===== config.mk =====
export PLATFORM = sky130hd
export DESIGN_NAME = reg_file_mp_flat
export DESIGN_NICKNAME = d
export VERILOG_FILES = /design/src/rtl/rf_pkg.sv /design/src/rtl/reg_file_mp_if.sv /design/src/rtl/rf_read_port.sv /design/src/rtl/reg_file_mp.sv /design/src/flat_wrapper.sv
export SDC_FILE = /design/constraint.sdc
export NUM_CORES = 2
export LEC_CHECK = 0
export CAP_MARGIN = 20
export CELL_PAD_IN_SITES_DETAIL_PLACEMENT = 1
export CELL_PAD_IN_SITES_GLOBAL_PLACEMENT = 2
export CORE_MARGIN = 8
export CORE_UTILIZATION = 40
export CTS_CLUSTER_DIAMETER = 80
export DETAILED_ROUTE_END_ITERATION = 10
export GPL_ROUTABILITY_DRIVEN = 1
export GPL_TIMING_DRIVEN = 1
export PLACE_DENSITY_LB_ADDON = 0.25
export SETUP_SLACK_MARGIN = 0.1
export SYNTH_ARGS = -nofsm -noshare
export SYNTH_HDL_FRONTEND = slang
export SYNTH_SLANG_ARGS = --single-unit

===== constraint.sdc =====
create_clock -name clk -period 2.92 [get_ports clk]
set_clock_uncertainty 0.05 [all_clocks]
set_input_delay 0.438 -clock clk [delete_from_list [all_inputs] [get_ports clk]]
set_output_delay 0.438 -clock clk [all_outputs]
set_load 0.01 [all_outputs]

===== src/rtl/rf_pkg.sv =====
// Shared types and default sizing for the multi-port integer register file.
package rf_pkg;

    localparam int unsigned XLEN_DEF  = 32;
    localparam int unsigned NREGS_DEF = 32;
    localparam int unsigned NRD_DEF   = 2;

    typedef enum logic [0:0] {
        CLEAR = 1'b0,
        READY = 1'b1
    } rf_state_e;

endpackage


===== src/rtl/reg_file_mp_if.sv =====
// Decode/writeback-facing bus of the register file: read ports, two retire lanes, clear handshake.
interface reg_file_mp_if #(
    parameter int unsigned XLEN  = 32,
    parameter int unsigned NREGS = 32,
    parameter int unsigned NRD   = 2
);
    localparam int unsigned AW = $clog2(NREGS);

    logic                 init_req;
    logic                 ready;
    logic [NRD*AW-1:0]    ra;
    logic [NRD*XLEN-1:0]  rd;
    logic                 we0;
    logic [AW-1:0]        wa0;
    logic [XLEN-1:0]      wd0;
    logic                 we1;
    logic [AW-1:0]        wa1;
    logic [XLEN-1:0]      wd1;

    modport master (
        output init_req, ra, we0, wa0, wd0, we1, wa1, wd1,
        input  ready, rd
    );

    modport slave (
        input  init_req, ra, we0, wa0, wd0, we1, wa1, wd1,
        output ready, rd
    );

endinterface


===== src/rtl/rf_read_port.sv =====
// One combinational read port: storage mux with zero-entry override and lane-1-first write bypass.
module rf_read_port
    import rf_pkg::*;
#(
    parameter int unsigned XLEN     = XLEN_DEF,
    parameter int unsigned NREGS    = NREGS_DEF,
    parameter int unsigned ZERO_REG = 1,
    parameter int unsigned BYPASS   = 1,
    localparam int unsigned AW      = $clog2(NREGS)
) (
    input  logic            active,
    input  logic            fwd_en,
    input  logic [AW-1:0]   ra,
    input  logic [XLEN-1:0] regs [NREGS],
    input  logic            we0,
    input  logic [AW-1:0]   wa0,
    input  logic [XLEN-1:0] wd0,
    input  logic            we1,
    input  logic [AW-1:0]   wa1,
    input  logic [XLEN-1:0] wd1,
    output logic [XLEN-1:0] rd_c
);

    // Lane 1 is checked first so a same-address collision forwards the younger value.
    always_comb begin
        rd_c = regs[ra];
        if (!active) begin
            rd_c = '0;
        end else if ((ZERO_REG != 0) && (ra == '0)) begin
            rd_c = '0;
        end else if ((BYPASS != 0) && fwd_en && we1 && (wa1 == ra)) begin
            rd_c = wd1;
        end else if ((BYPASS != 0) && fwd_en && we0 && (wa0 == ra)) begin
            rd_c = wd0;
        end
    end

endmodule


===== src/rtl/reg_file_mp.sv =====
// Multi-port register file with two prioritised write lanes and a hardware clear sequencer.
module reg_file_mp
    import rf_pkg::*;
#(
    parameter int unsigned XLEN     = XLEN_DEF,
    parameter int unsigned NREGS    = NREGS_DEF,
    parameter int unsigned NRD      = NRD_DEF,
    parameter int unsigned ZERO_REG = 1,
    parameter int unsigned BYPASS   = 1
) (
    input  logic           clk,
    input  logic           rst,
    reg_file_mp_if.slave   bus
);

    localparam int unsigned AW      = $clog2(NREGS);
    localparam logic [0:0]  S_CLEAR = 1'(CLEAR);
    localparam logic [0:0]  S_READY = 1'(READY);
    localparam logic [AW-1:0] LAST  = AW'(NREGS - 1);

    logic [XLEN-1:0] regs [NREGS];
    logic [0:0]      state_q, state_d;
    logic [AW-1:0]   clr_cnt_q, clr_cnt_d;
    logic            ready_q, ready_d;

    logic wr_ok;
    logic we0_eff;
    logic we1_eff;

    // Writes land only in READY and never on the edge that starts a new clear.
    assign wr_ok   = (state_q == S_READY) && !bus.init_req;
    assign we1_eff = wr_ok && bus.we1 && !((ZERO_REG != 0) && (bus.wa1 == '0));
    assign we0_eff = wr_ok && bus.we0 && !((ZERO_REG != 0) && (bus.wa0 == '0))
                     && !(bus.we1 && (bus.wa1 == bus.wa0));

    always_ff @(posedge clk or negedge rst) begin
        if (!rst) begin
            state_q   <= S_CLEAR;
            clr_cnt_q <= '0;
            ready_q   <= 1'b0;
        end else begin
            state_q   <= state_d;
            clr_cnt_q <= clr_cnt_d;
            ready_q   <= ready_d;
        end
    end

    always_comb begin
        state_d   = state_q;
        clr_cnt_d = clr_cnt_q;
        ready_d   = ready_q;
        case (state_q)
            S_CLEAR: begin
                clr_cnt_d = clr_cnt_q + AW'(1);
                if (clr_cnt_q == LAST) begin
                    state_d   = S_READY;
                    ready_d   = 1'b1;
                    clr_cnt_d = '0;
                end
            end
            S_READY: begin
                if (bus.init_req) begin
                    state_d   = S_CLEAR;
                    ready_d   = 1'b0;
                    clr_cnt_d = '0;
                end
            end
            default: begin
                state_d   = S_CLEAR;
                ready_d   = 1'b0;
                clr_cnt_d = '0;
            end
        endcase
    end

    // Storage carries no reset; the clear sequencer is the only initialiser.
    always_ff @(posedge clk) begin
        if (state_q == S_CLEAR) begin
            regs[clr_cnt_q] <= '0;
        end else begin
            if (we0_eff) regs[bus.wa0] <= bus.wd0;
            if (we1_eff) regs[bus.wa1] <= bus.wd1;
        end
    end

    assign bus.ready = ready_q;

    for (genvar k = 0; k < int'(NRD); k++) begin : g_rd
        rf_read_port #(
            .XLEN     (XLEN),
            .NREGS    (NREGS),
            .ZERO_REG (ZERO_REG),
            .BYPASS   (BYPASS)
        ) u_rd (
            .active (state_q == S_READY),
            .fwd_en (!bus.init_req),
            .ra     (bus.ra[k*AW +: AW]),
            .regs   (regs),
            .we0    (bus.we0),
            .wa0    (bus.wa0),
            .wd0    (bus.wd0),
            .we1    (bus.we1),
            .wa1    (bus.wa1),
            .wd1    (bus.wd1),
            .rd_c   (bus.rd[k*XLEN +: XLEN])
        );
    end

endmodule


===== src/flat_wrapper.sv =====
// flat-port wrapper written by rule: the top's interface ports become plain ports
module reg_file_mp_flat import rf_pkg::*;
#(
    parameter int unsigned XLEN     = XLEN_DEF,
    parameter int unsigned NREGS    = NREGS_DEF,
    parameter int unsigned NRD      = NRD_DEF,
    parameter int unsigned ZERO_REG = 1,
    parameter int unsigned BYPASS   = 1
)
  (clk, rst, bus_init_req, bus_ra, bus_we0, bus_wa0, bus_wd0, bus_we1, bus_wa1, bus_wd1, bus_ready, bus_rd);
  reg_file_mp_if #(.XLEN(XLEN), .NREGS(NREGS), .NRD(NRD)) bus_i ();
  input  logic clk;
  input  logic rst;
  input wire logic [$bits(bus_i.init_req)-1:0] bus_init_req;
  input wire logic [$bits(bus_i.ra)-1:0] bus_ra;
  input wire logic [$bits(bus_i.we0)-1:0] bus_we0;
  input wire logic [$bits(bus_i.wa0)-1:0] bus_wa0;
  input wire logic [$bits(bus_i.wd0)-1:0] bus_wd0;
  input wire logic [$bits(bus_i.we1)-1:0] bus_we1;
  input wire logic [$bits(bus_i.wa1)-1:0] bus_wa1;
  input wire logic [$bits(bus_i.wd1)-1:0] bus_wd1;
  output wire logic [$bits(bus_i.ready)-1:0] bus_ready;
  output wire logic [$bits(bus_i.rd)-1:0] bus_rd;
  assign bus_i.init_req = bus_init_req;
  assign bus_i.ra = bus_ra;
  assign bus_i.we0 = bus_we0;
  assign bus_i.wa0 = bus_wa0;
  assign bus_i.wd0 = bus_wd0;
  assign bus_i.we1 = bus_we1;
  assign bus_i.wa1 = bus_wa1;
  assign bus_i.wd1 = bus_wd1;
  assign bus_ready = bus_i.ready;
  assign bus_rd = bus_i.rd;
  reg_file_mp #(.XLEN(XLEN), .NREGS(NREGS), .NRD(NRD), .ZERO_REG(ZERO_REG), .BYPASS(BYPASS)) u_core (.clk(clk), .rst(rst), .bus(bus_i));
endmodule

==> flow_metrics.env <==
export IMPL_finalHoldViolations=0
export IMPL_grt_start_max_net_pins=230
export IMPL_drc=0
export IMPL_gp_congestion=1.03
export IMPL_failed_checks="negative setup slack"
export IMPL_use_met1=0.529
export IMPL_switchingPower_mw=18.8
export IMPL_fp_dieW_um=426
export IMPL_synth_area_um2=67200
export IMPL_rows=150
export IMPL_pwr_share_clk=0.346
export IMPL_grt_busiest_layer="met2"
export IMPL_syn_inst=7592
export IMPL_clkTransAtPathRegs_ps=60
export IMPL_hold_path_startpoint="bus_wd0[21]"
export IMPL_use_met3=0.101
export IMPL_max_freq_mhz=305
export IMPL_num_vias=82051
export IMPL_final_nets=8759
export IMPL_wl_per_cell_um=39.0
export IMPL_hpwl_um=285000
export IMPL_cts_htree_levels=4
export IMPL_final_common_cell="o21ai_0"
export IMPL_slew_violations=0
export IMPL_clock_path_buffers=3
export IMPL_period_needed_ps=3280
export IMPL_syn_area_per_cell_um2=8.85
export IMPL_worstSkewPairLatency_ps=800
export IMPL_cts_sinks=1031
export IMPL_synth_nets=7686
export IMPL_min_path_type="input port to flop"
export IMPL_die_h_um=426
export IMPL_synth_edf_count=0
export IMPL_critPathLaunch="u_core.regs[118]$_DFF_P_"
export IMPL_gr_total_overflow=0
export IMPL_ys_warn_count=0
export IMPL_setup_viol=64
export IMPL_synth_seq_cells=1031
export IMPL_initialDrtViolationCount=11047
export IMPL_worst_setup_path_type="flop to output pin"
export IMPL_use_met2=0.658
export IMPL_total_power_mw=50.6
export IMPL_dp_cells=10601
export IMPL_comb_power_share=0.365
export IMPL_fin_crit_sh=1.12
export IMPL_layout_drive_gt1_share=0.384
export IMPL_p_int_mw=31.7
export IMPL_r2r_start="u_core.state_q$_DFF_PN0_"
export IMPL_initial_core_util=0.402
export IMPL_wl_um=428000
export IMPL_run_status="complete, but fails checks"
export IMPL_yosysSeqAreaShare=0.308
export IMPL_relSlewSlack=0.263
export IMPL_ir_drop_uv=610
export IMPL_via_per_inst=7.48
export IMPL_port_buffers=153
export IMPL_antenna_found_initial=15
export IMPL_cts_buffers=137
export IMPL_ant_nets=0
export IMPL_cp_arrival_ps=2800
export IMPL_die_area_um2=181000
export IMPL_syn2layout_area_growth_pct=39.5
export IMPL_track_usage=0.446
export IMPL_final_cell_mix="o21ai_0 (1697), buf_4 (1411), a21oi_1 (992), o2bb2ai_1 (992), dfxtp_1 (701)"
export IMPL_worst_pin_slew_ps=1110
export IMPL_grt_pass1_wl_um=597000
export IMPL_sequentialPowerShare=0.289
export IMPL_rsz0062_at_grt="yes"
export IMPL_grt_pass1_vias=81795
export IMPL_cts_tree="done"
export IMPL_dr_pass1_iters=6
export IMPL_power_leakage_nw=30.6
export IMPL_fin_setup_tns_ps=-11620
export IMPL_cp_max_fo=2
export IMPL_crit_required_ps=2430
export IMPL_swShare=0.372
export IMPL_end_kind="output pin"
export IMPL_yosys_cell_types_count=56
export IMPL_fillCellCount=18270
export IMPL_cap_violations=0
export IMPL_async_flop_share=0.00679
export IMPL_io_pins=154
export IMPL_layout_setup_ws_ps=-364
export IMPL_core_area_um2=167000
export IMPL_ctsRootBufferMaster="clkbuf_16"
export IMPL_stdcell_count=10975
export IMPL_pwr_density_cell_nw_per_um2=539
export IMPL_cp_start_kind="flop"
export IMPL_synth_ff_type="dfxtp_1"
==> power by group through the flow <==
stage,Sequential [mW],Clock [mW],Combinational [mW]
2_1_floorplan,14.7,0,7.43
3_3_place_gp,14.9,0,16.1
3_5_place_dp,14.9,0,16.9
4_1_cts,14.6,17.4,17.5
5_1_grt,14.6,18.0,19.2
6_report,14.6,17.5,18.5
==> cell usage after synthesis, drive strengths merged, types with 18 or more instances <==
master   instances  area share
a21oi         1017       0.077
a22oi           38      0.0042
a32oi           18      0.0023
buf            282       0.022
clkbuf         811       0.045
dfxtp         1024        0.31
mux2i          116       0.017
mux4           488        0.16
nand2           98      0.0055
nand2b          45      0.0042
nand3           30      0.0022
nor2            41      0.0023
nor2b           48      0.0045
nor4            21      0.0020
o21ai         1852        0.14
o221ai          50      0.0065
o22ai          205       0.019
o2bb2ai        992        0.13
o31ai          163       0.018
o32ai           19      0.0025
or4             51      0.0057
==> stage by stage <==
| stage | area [um^2] | utilization | hold WS, ps | worst slack, ps |
|---|---|---|---|---|
| finish | 93700 | 0.561 | 197 | -364 |
| global route | 93700 | 0.561 | 189 | -376 |
| CTS | 92200 | 0.552 | 151 | -391 |
| detailed placement | 85200 | 0.510 | 417 | -1370 |
| global placement | 85200 | 0.510 | 406 | -1390 |
| floorplan | 67200 | - | 92.4 | 197 |
==> state kept, by name, summed over array words and instances, names as in the netlist <==
register	cells
u_core.regs	1024
u_core.bus.ready	1
u_core.state_q	1
u_core.clr_cnt_q	5
==> cell families (layout without fill, tap and decap cells) <==
| family | count (synthesis) | count (layout) | share of synthesized area |
|---|---|---|---|
| buffers and inverters | 1100 | 2276 | 0.0677 |
| AND/OR/NAND/NOR | 408 | 408 | 0.0339 |
| AO/OA/AOI/OAI | 4416 | 4416 | 0.405 |
| adder cells (fa/ha/maj) | 5 | 5 | 0.000931 |
| flip-flops | 1031 | 1031 | 0.308 |
| XOR/XNOR | 27 | 27 | 0.00352 |
| multiplexers | 605 | 605 | 0.181 |
| other | 0 | 3 | 0 |
==> metal layers <==
metal  up-vias  wire, um  share of wire
li1      32156         -              -
met1     41688    151000           0.35
met2      6272    181000           0.42
met3      1927     44500           0.10
met4         8     51300           0.12
met5         -        71        0.00017
==> path summary, 6_finish.rpt <==
kind / end / slack (ps) / cells after the start
setup / recovery: bus_rd[22] / -360 / 6
hold / removal: u_core.regs[405]$_DFF_P_ / 200 / 3
setup reg to reg: u_core.regs[624]$_DFF_P_ / 90 / 11
hold reg to reg: u_core.regs[711]$_DFF_P_ / 420 / 1
max in group asynchronous: u_core.state_q$_DFF_PN0_ / 1920 / 2
min in group asynchronous: u_core.clr_cnt_q[3]$_DFFE_PN0P_ / 500 / 2
==> cell type report <==
cell class	instances	area [um^2]	area share
Antenna cell	3	7.51	0.0000801
Clock buffer	209	4120	0.0439
Clock inverter	33	335	0.00358
Inverter	7	26.3	0.000280
Multi-Input combinational cell	5461	44500	0.475
Sequential cell	1031	21100	0.225
Tap cell	2204	2760	0.0294
Timing Repair Buffer	2027	20900	0.223
==> worst max-delay path, stage by stage, from the launching register on <==
cell and delay, ps:
dfxtp_2 340, buf_6 110, mux4_2 530, mux4_2 590, o22ai_4 200, o21ai_1 80
buf_2 150
==> what timing repair did <==
item,in CTS,in global routing
gates cloned,7,9
endpoints found under the setup margin,122,147
resized for setup,882,225
pin swaps,110,99
hold endpoints to repair,7,0
buffers inserted,73,43
hold buffers,1,0
Power figures use the tool's default switching activity.
